### config.mk
export PLATFORM = sky130hd
export DESIGN_NAME = hazard_scoreboard_unit
export DESIGN_NICKNAME = d
export VERILOG_FILES = /design/src/rtl/hazard_pkg.sv /design/src/rtl/hazard_fwd_lane.sv /design/src/rtl/hazard_scoreboard_unit.sv
export SDC_FILE = /design/constraint.sdc
export NUM_CORES = 1
export LEC_CHECK = 0
export ABC_AREA = 1
export BUFFER_PORTS_ARGS = -buffer_cell sky130_fd_sc_hd__buf_2
export CORE_ASPECT_RATIO = 0.5
export CORE_MARGIN = 5
export CORE_UTILIZATION = 33
export CTS_CLUSTER_SIZE = 12
export DETAILED_ROUTE_END_ITERATION = 8
export GPL_TIMING_DRIVEN = 1
export SLEW_MARGIN = 25
export SYNTH_ARGS = -nofsm -noshare
export SYNTH_HDL_FRONTEND = slang
export SYNTH_SLANG_ARGS = --single-unit
export TNS_END_PERCENT = 1
### constraint.sdc
create_clock -name clk -period 1.9 [get_ports clk]
set_clock_uncertainty 0.15 [all_clocks]
set_input_delay 0.095 -clock clk [delete_from_list [all_inputs] [get_ports clk]]
set_output_delay 0.095 -clock clk [all_outputs]
set_load 0.01 [all_outputs]
### src/rtl/hazard_pkg.sv
// Shared definitions for the hazard unit: forward-select encodings,
// default register address width and scoreboard state encoding.
package hazard_pkg;

    localparam int DEF_REG_ADDR_W = 5;

    localparam logic [1:0] FWD_RF  = 2'b00;
    localparam logic [1:0] FWD_MEM = 2'b10;
    localparam logic [1:0] FWD_WB  = 2'b01;

    typedef enum logic [0:0] {
        SB_IDLE = 1'b0,
        SB_BUSY = 1'b1
    } sb_state_t;

endpackage

### src/rtl/hazard_fwd_lane.sv
// Forwarding select for one execute-stage source operand.
// The memory stage wins over writeback, and x0 never forwards.
module hazard_fwd_lane
    import hazard_pkg::*;
#(
    parameter int REG_ADDR_W = DEF_REG_ADDR_W
) (
    input  logic [REG_ADDR_W-1:0] rs,
    input  logic [REG_ADDR_W-1:0] rd_m,
    input  logic [REG_ADDR_W-1:0] rd_w,
    input  logic                  reg_write_m,
    input  logic                  reg_write_w,
    output logic [1:0]            fwd
);

    logic rs_nonzero;

    assign rs_nonzero = (rs != '0);

    always_comb begin
        fwd = FWD_RF;
        if (reg_write_m && (rd_m == rs) && rs_nonzero) begin
            fwd = FWD_MEM;
        end else if (reg_write_w && (rd_w == rs) && rs_nonzero) begin
            fwd = FWD_WB;
        end
    end

endmodule

### src/rtl/hazard_scoreboard_unit.sv
// Pipeline hazard unit: per-lane EX forwarding, load-use and scoreboard stalls,
// branch flushes, a single-entry multi-cycle scoreboard and a stall counter.
module hazard_scoreboard_unit
    import hazard_pkg::*;
#(
    parameter int REG_ADDR_W = DEF_REG_ADDR_W,
    parameter int NUM_SRC    = 2,
    parameter int MC_LAT     = 4,
    parameter int CNT_W      = 16
) (
    input  logic                          clk,
    input  logic                          rst,
    input  logic [NUM_SRC*REG_ADDR_W-1:0] Rs_D,
    input  logic [NUM_SRC*REG_ADDR_W-1:0] Rs_E,
    input  logic [REG_ADDR_W-1:0]         RD_E,
    input  logic [REG_ADDR_W-1:0]         RD_M,
    input  logic [REG_ADDR_W-1:0]         RD_W,
    input  logic                          RegWriteE,
    input  logic                          RegWriteM,
    input  logic                          RegWriteW,
    input  logic                          LoadE,
    input  logic                          MultiCycE,
    input  logic                          MultiCycD,
    input  logic                          PCSrcE,
    output logic [2*NUM_SRC-1:0]          Forward_E,
    output logic                          StallF,
    output logic                          StallD,
    output logic                          FlushD,
    output logic                          FlushE,
    output logic                          mc_busy,
    output logic [REG_ADDR_W-1:0]         mc_rd,
    output logic                          mc_done,
    output logic [CNT_W-1:0]              stall_cnt
);

    localparam int LAT_W = (MC_LAT > 2) ? $clog2(MC_LAT) : 1;

    sb_state_t               state, state_next;
    logic [LAT_W-1:0]        cnt, cnt_next;
    logic [REG_ADDR_W-1:0]   rd_next;
    logic                    done_next;
    logic [2*NUM_SRC-1:0]    fwd_raw;
    logic                    lw_stall, sb_stall, stall, stall_hold, issue;

    for (genvar i = 0; i < NUM_SRC; i++) begin : g_lane
        hazard_fwd_lane #(
            .REG_ADDR_W (REG_ADDR_W)
        ) u_lane (
            .rs          (Rs_E[i*REG_ADDR_W +: REG_ADDR_W]),
            .rd_m        (RD_M),
            .rd_w        (RD_W),
            .reg_write_m (RegWriteM),
            .reg_write_w (RegWriteW),
            .fwd         (fwd_raw[2*i +: 2])
        );
    end

    always_comb begin
        lw_stall = 1'b0;
        sb_stall = 1'b0;
        for (int i = 0; i < NUM_SRC; i++) begin
            if (LoadE && (RD_E != '0) && (RD_E == Rs_D[i*REG_ADDR_W +: REG_ADDR_W])) begin
                lw_stall = 1'b1;
            end
            if (mc_busy && (mc_rd != '0) && (mc_rd == Rs_D[i*REG_ADDR_W +: REG_ADDR_W])) begin
                sb_stall = 1'b1;
            end
        end
        if (mc_busy && MultiCycD) begin
            sb_stall = 1'b1;
        end
    end

    // A taken branch overrides a stall: the stalled D instruction is flushed anyway.
    assign stall      = rst & (lw_stall | sb_stall);
    assign stall_hold = stall & ~PCSrcE;
    assign Forward_E  = rst ? fwd_raw : '0;
    assign StallF     = stall_hold;
    assign StallD     = stall_hold;
    assign FlushD     = rst & PCSrcE;
    assign FlushE     = rst & (PCSrcE | stall);

    assign mc_busy = (state == SB_BUSY);
    assign issue   = MultiCycE & RegWriteE & ~mc_busy;

    always_ff @(posedge clk or negedge rst) begin
        if (!rst) begin
            state   <= SB_IDLE;
            cnt     <= '0;
            mc_rd   <= '0;
            mc_done <= 1'b0;
        end else begin
            state   <= state_next;
            cnt     <= cnt_next;
            mc_rd   <= rd_next;
            mc_done <= done_next;
        end
    end

    // mc_done is registered one cycle early so it lines up with the count reaching zero.
    always_comb begin
        state_next = state;
        cnt_next   = cnt;
        rd_next    = mc_rd;
        done_next  = 1'b0;
        case (state)
            SB_IDLE: begin
                if (issue) begin
                    state_next = SB_BUSY;
                    cnt_next   = LAT_W'(MC_LAT - 1);
                    rd_next    = RD_E;
                end
            end
            SB_BUSY: begin
                if (cnt == '0) begin
                    state_next = SB_IDLE;
                end else begin
                    cnt_next  = cnt - LAT_W'(1);
                    done_next = (cnt == LAT_W'(1));
                end
            end
            default: state_next = SB_IDLE;
        endcase
    end

    always_ff @(posedge clk or negedge rst) begin
        if (!rst) begin
            stall_cnt <= '0;
        end else if (stall_hold && (stall_cnt != '1)) begin
            stall_cnt <= stall_cnt + CNT_W'(1);
        end
    end

endmodule

* Word-level counts from Yosys, hierarchy flattened
Index checks and enable logic that the tools add are counted.
** Word-level totals
- Register bits after elaboration :: 25
- Bits of input ports :: 44
- Output and inout bits :: 31
- Logic and storage cells :: 70
** Operators by class
- $add $sub $neg :: 2
- Equality and inequality tests :: 12
- Multiplexer cells :: 18
- Bitwise logic cells :: 10
- Reduce and logical (&&, ||, !) cells :: 23
** Operators with widths (count)
- 5-bit equality test :: 8
- 5-bit nonzero test :: 4
- 16-bit by 1-bit adder with 16-bit output, second input constant :: 1
- 1-bit logical AND :: 16
- 16-bit inequality test, second input constant :: 1
- 1-bit two-way mux :: 11
- 2-bit two-way mux :: 4
- 1-bit bitwise AND :: 6
- 4-bit two-way mux :: 1
- 2-bit inequality test, second input constant :: 2
- 2-bit case mux with 2 select lines :: 1
- 2-bit AND reduction :: 2
- 2-bit by 1-bit equality test with 1-bit output, second input constant :: 1
- 2-bit logical NOT :: 1
- 1-bit NOT :: 2
- 1-bit bitwise OR :: 2
- 1-bit case mux with 2 select lines :: 1
- 2-bit by 1-bit subtractor with 2-bit output, second input constant :: 1

* Depth between registers and ports, before layout
- Depth after elaboration :: 10
- Gate-level depth with buffers :: 13
- Gate-level depth less buffers :: 12

* Cells and area by module
From an unflattened synthesis, not the netlist that was laid out.
** Second synthesis, totals
- Cells, all modules :: 434
- Area, all modules :: 2528.7 µm²
** Modules (own cells, without submodules)
- hazard_scoreboard_unit :: times used 1, cells each 310, area an instance 2033.2 µm², sequential area each 625.6 µm²
- hazard_fwd_lane :: times used 2, cells each 62, area an instance 247.7 µm², sequential area each 0.0 µm²

* Least setup slack after synthesis
OpenSTA, ideal clock, no wires.
- Path kind :: reg2out
- Start :: reg mc_rd[0]
- End :: out StallF
- Arrival time :: 1.578 ns
- Data required time :: 1.655 ns
- Path slack :: 0.077 ns
- Stages on the path, launching flop included :: 13
- Path buffers :: 1
- Path through :: dfrtp_1 inv_1 nand2_1 nand2_1 nand2_1 nor2_1 nand3_1 nand3_1 nor2_1 nor2_4 inv_1 nor2_1 buf_4
** On the way
- Cells in the longest elaborated chain, start to end :: 9
- Elaborated cells between the ends (all ways) :: 12
- Those cells by class :: 2 x eq/ne; 3 x mux; 3 x bitwise; 4 x reduce/logical
** Ends and longest elaborated chain
- start: declaration :: RTL line hazard_scoreboard_unit.sv:31 : output logic [REG_ADDR_W-1:0] mc_rd,
- start signal: assignment :: RTL line hazard_scoreboard_unit.sv:95 : mc_rd <= rd_next;
- 5-bit nonzero test :: RTL line hazard_scoreboard_unit.sv:65 : if (mc_busy && (mc_rd != '0) && (mc_rd == Rs_D[i*REG_ADDR_W +: REG_ADDR_W])) begin
- 1-bit logical AND (2 in a row) :: RTL line hazard_scoreboard_unit.sv:65
- 1-bit two-way mux :: RTL line hazard_scoreboard_unit.sv:65
- 1-bit two-way mux (*) :: RTL line hazard_scoreboard_unit.sv:65
- 1-bit two-way mux (*) :: RTL line hazard_scoreboard_unit.sv:69 : if (mc_busy && MultiCycD) begin
- 1-bit bitwise OR (*) :: RTL line hazard_scoreboard_unit.sv:75 : assign stall = rst & (lw_stall | sb_stall);
- 1-bit bitwise AND (*) :: RTL line hazard_scoreboard_unit.sv:75
- 1-bit bitwise AND (*) :: RTL line hazard_scoreboard_unit.sv:76 : assign stall_hold = stall & ~PCSrcE;
- end: declaration :: RTL line hazard_scoreboard_unit.sv:26 : output logic StallF,
Every way passes the cells marked *; elsewhere a longest branch is shown, timed or not.

* Worst setup path in the final report
- Start :: reg mc_rd[0]
- End :: reg stall_cnt[0]
** On the way
- Cells in the longest elaborated chain, start to end :: 10
- Elaborated cells between the ends (all ways) :: 13
- Those cells by class :: 2 x eq/ne; 3 x mux; 3 x bitwise; 5 x reduce/logical
** Ends and longest elaborated chain
- 5-bit nonzero test :: RTL line hazard_scoreboard_unit.sv:65
- 1-bit logical AND (2 in a row) :: RTL line hazard_scoreboard_unit.sv:65
- 1-bit two-way mux :: RTL line hazard_scoreboard_unit.sv:65
- 1-bit two-way mux (*) :: RTL line hazard_scoreboard_unit.sv:65
- 1-bit two-way mux (*) :: RTL line hazard_scoreboard_unit.sv:69
- 1-bit bitwise OR (*) :: RTL line hazard_scoreboard_unit.sv:75
- 1-bit bitwise AND (*) :: RTL line hazard_scoreboard_unit.sv:75
- 1-bit bitwise AND (*) :: RTL line hazard_scoreboard_unit.sv:76
- 1-bit logical AND (*) :: RTL line hazard_scoreboard_unit.sv:129 : end else if (stall_hold && (stall_cnt != '1)) begin
- end signal: assignment :: RTL line hazard_scoreboard_unit.sv:130 : stall_cnt <= stall_cnt + CNT_W'(1);
- end: declaration :: RTL line hazard_scoreboard_unit.sv:33 : output logic [CNT_W-1:0] stall_cnt
Marked as above.
A chain may end at the register's enable or synchronous reset.

==> impl_results.md <==
* Status: finished with violations
* Violated checks: setup timing
* Max VDD drop at 0.312 mV
* Cell depth of the worst setup path at 13
* Type of the worst setup path: flop to flop
* Design Area, Final at 0.00299 mm2
* I/O Pins at 75
* Syn_area_per_cell at 6.34 um2
* Site Rows at 21
* CTS tree: yes
* Fin cells at 539
* Initial antenna violation count at 0
* DP Wirelength at 4.98 mm
* Part of the cycle the worst path needs at 100%
* F_max at around 530 MHz
* Critical path capture point type: flop
* Die X at roughly 130 um
* Crit-path max FO at 7
* Antenna Cells at 0
* Most frequent cells after synthesis: nand2_1 (128), inv_1 (52), nor2_1 (37)
* CP Buf/Inv Count at 2
* Routed len/inst at roughly 12 um
* Final min period at 1.90 ns
* Total CTS buffers at 3
* Least-Margin Pin Slew at ~0.43 ns
* R2R depth at 13
* Placement Setup Slack at 0.0660 ns
* Vias in the first global route at about 2.2k
* Total Nets Final at 495
* Fillers at 717
* FF+latch area at 631 um2
* Vias/cell at 4.51
* Num Clock Sinks at 25
* Crit path DAT at 1.90 ns
* Die Ht at 68.5 um
* Maximum level of the CTS H-tree at 1
* Ys async rst share at 100%
* RSZ-0062 raised after global routing: true
* CP required at 1.90 ns
* Remaining DRCs at 0
* Power, Total at 2.40 mW
* Post-layout util at 44.8%
* Most frequent cell after synthesis: nand2_1
* Register area share after synthesis at around 28%
* Post-synth EDFFs at 0
* Crit path largest cell delay at between 0.4 and 0.5 ns
* First-pass GRT wire length at about 10 mm
* Gpl congestion at 0.828
* Layout cells sized above 1 at 26.8%
* Clock Path Buffers at 2
* Post-DP Area at 0.00281 mm2
* Synth unique cells at 36
* Netlist Area Pre-Place at 0.00226 mm2
* HP Class: primary input to flop
* Slowest stage cell, crit path: dfrtp_2
* Max-slew headroom at 70.4%
* Final worst slack at -0.00122 ns
* Synth Instances at 356
* Gr usage total at 14.5%
* Cells on Worst Hold Path at 3
* Synth Flop Type: dfrtp_1
* Synth top area share at between 20% and 30%
* Critical path launch point type: flop
* Max-slew violation count at 0
* Core area at roughly 0.0067 mm2
* Kind of cell adding the most delay to the critical path: simple AND/OR/NAND/NOR gates
* Total gr overflow at 0
* IO buf count at 74
* # setup viols final at 1
* Initial DRT Pass Iterations at 4
* Worst-path cell chain: inv_2 -> nand2_1 -> nand2_1 -> nand2_1 -> nor2_2 -> buf_4 -> nand2_1 -> nand2_1 -> nand2_1 -> nand3_2 -> nand4_2 -> nand2_1 -> nand2_1
* DRT iter0 DRCs at 116
* Area contributors post-synth: dfrtp_1 (28%), nand2_1 (21%), inv_1 (8.6%), nor2_1 (6.2%), nand4_1 (5.5%)
* Clock Latency Late Sink at 0.26 ns
* Leading area contributor after synthesis: dfrtp_1
* Power Density at 801 mW/mm2
* Final hold violations at 0
* Vias at 2431
* Crit path top cell by count: nand2_1
* WL final at 6.25 mm
* YS warnings at 0
* ANT nets after route at 0
* Clock slew at reported path FFs at 0.06 ns
* Overall die area at slightly below 0.009 mm2
* LEAKAGE at about 1.7 nW
* Initial core utilization at 33.8%
* Yosys reg bits at 25
* Multi-input logic area at 0.00140 mm2
* Pin count of the biggest net entering global routing at 17
* DP Cell Count at 527
* Area Growth Syn to Fin at 32.5%
* Net Count, Synth at 403
* Max-cap viol count at 0
* CTS root buffer: clkbuf_16
==> through the flow <==
stage	hold slack [ns]	TNS, ns
finish	0.0129	-0.00122
global route	0.0188	-1.59
CTS	0.00161	-0.0963
detailed placement	0.0288	0
global placement	0.0344	0
floorplan	-0.351	0
==> state kept, by name (all words and copies together) (netlist names) <==
register and flops:
cnt 2, mc_rd 5, mc_busy 1, mc_done 1, stall_cnt 16
==> repair_timing <==
action,in CTS,in global routing
setup buffers,3,1
endpoints found under the hold margin,27,0
gates resized for setup,8,5
hold buffers,3,0
endpoints found under the setup margin,3,19
gates cloned,0,1
pin swaps,6,6
==> routing by layer <==
metal / routed length [um] / vias to the layer above / global-route usage [%] / share of wire [%]
met4: 14 / 0 / 2.41 / 0.22
met1: 3130 / 1072 / 20.1 / 50
met5: 0 / - / 0 / 0
li1: - / 1305 / - / -
met2: 2800 / 52 / 24.5 / 45
met3: 308 / 2 / 1.95 / 4.9
==> layout make-up <==
class | instances | share of cell area [%]
clock buffer | 3 | 2.51
timing repair buffer | 92 | 18.0
sequential | 25 | 21.1
inverter | 59 | 7.41
multi-input combinational | 267 | 46.9
clock inverter | 1 | 0.251
tap | 92 | 3.85
==> worst register-to-register path: stages, from the launching register on <==
cell and delay (ns):
dfrtp_2 0.46, inv_2 0.07, nand2_1 0.05, nand2_1 0.05
nand2_1 0.07, nor2_2 0.12, buf_4 0.11, nand2_1 0.04
nand2_1 0.06, nand2_1 0.06, nand3_2 0.13, nand4_2 0.24
nand2_1 0.14, nand2_1 0.06
==> cell usage in the layout (no fill, tap or decap), types with 5 or more instances in the layout <==
master and instances:
nand2_1 128, buf_2 74, inv_1 50, nor2_1 32
dfrtp_1 21, nand4_1 20, nand3_1 14, xor2_1 13
buf_4 13, xnor2_1 12, inv_2 8, nor3_1 5
o21ai_0 5
==> power by group <==
group	leakage, nW	switching [mW]	internal (mW)	total, mW
logic	1.34	0.617	0.460	1.08
registers	0.326	0.170	0.673	0.842
clock network	0.0371	0.192	0.286	0.478
==> path summary, 6_finish.rpt <==
kind	startpoint	end	slack [ns]
min	RD_E[0]	mc_rd[0]	0.01
min in group asynchronous	rst	stall_cnt[4]	0.33
max in group asynchronous	rst	mc_rd[1]	1.06
max reg2reg	mc_rd[0]	stall_cnt[0]	-0.001
min reg2reg	cnt[1]	cnt[1]	0.36
max	mc_rd[0]	stall_cnt[0]	-0.001
==> cell families (layout without fill, tap and decap cells) <==
group / count (synthesis) / in the layout / share of synthesized area, %
AOI/OAI and AO/OA: 20 / 20 / 5.99
xor gates and xnor gates: 25 / 25 / 9.70
DFF: 25 / 25 / 27.7
and+or+nand+nor: 218 / 219 / 43.2
buffers and inverters: 65 / 155 / 11.7
adders and majority gates: 3 / 3 / 1.66
Note: power is estimated with default switching activity, not from simulation.
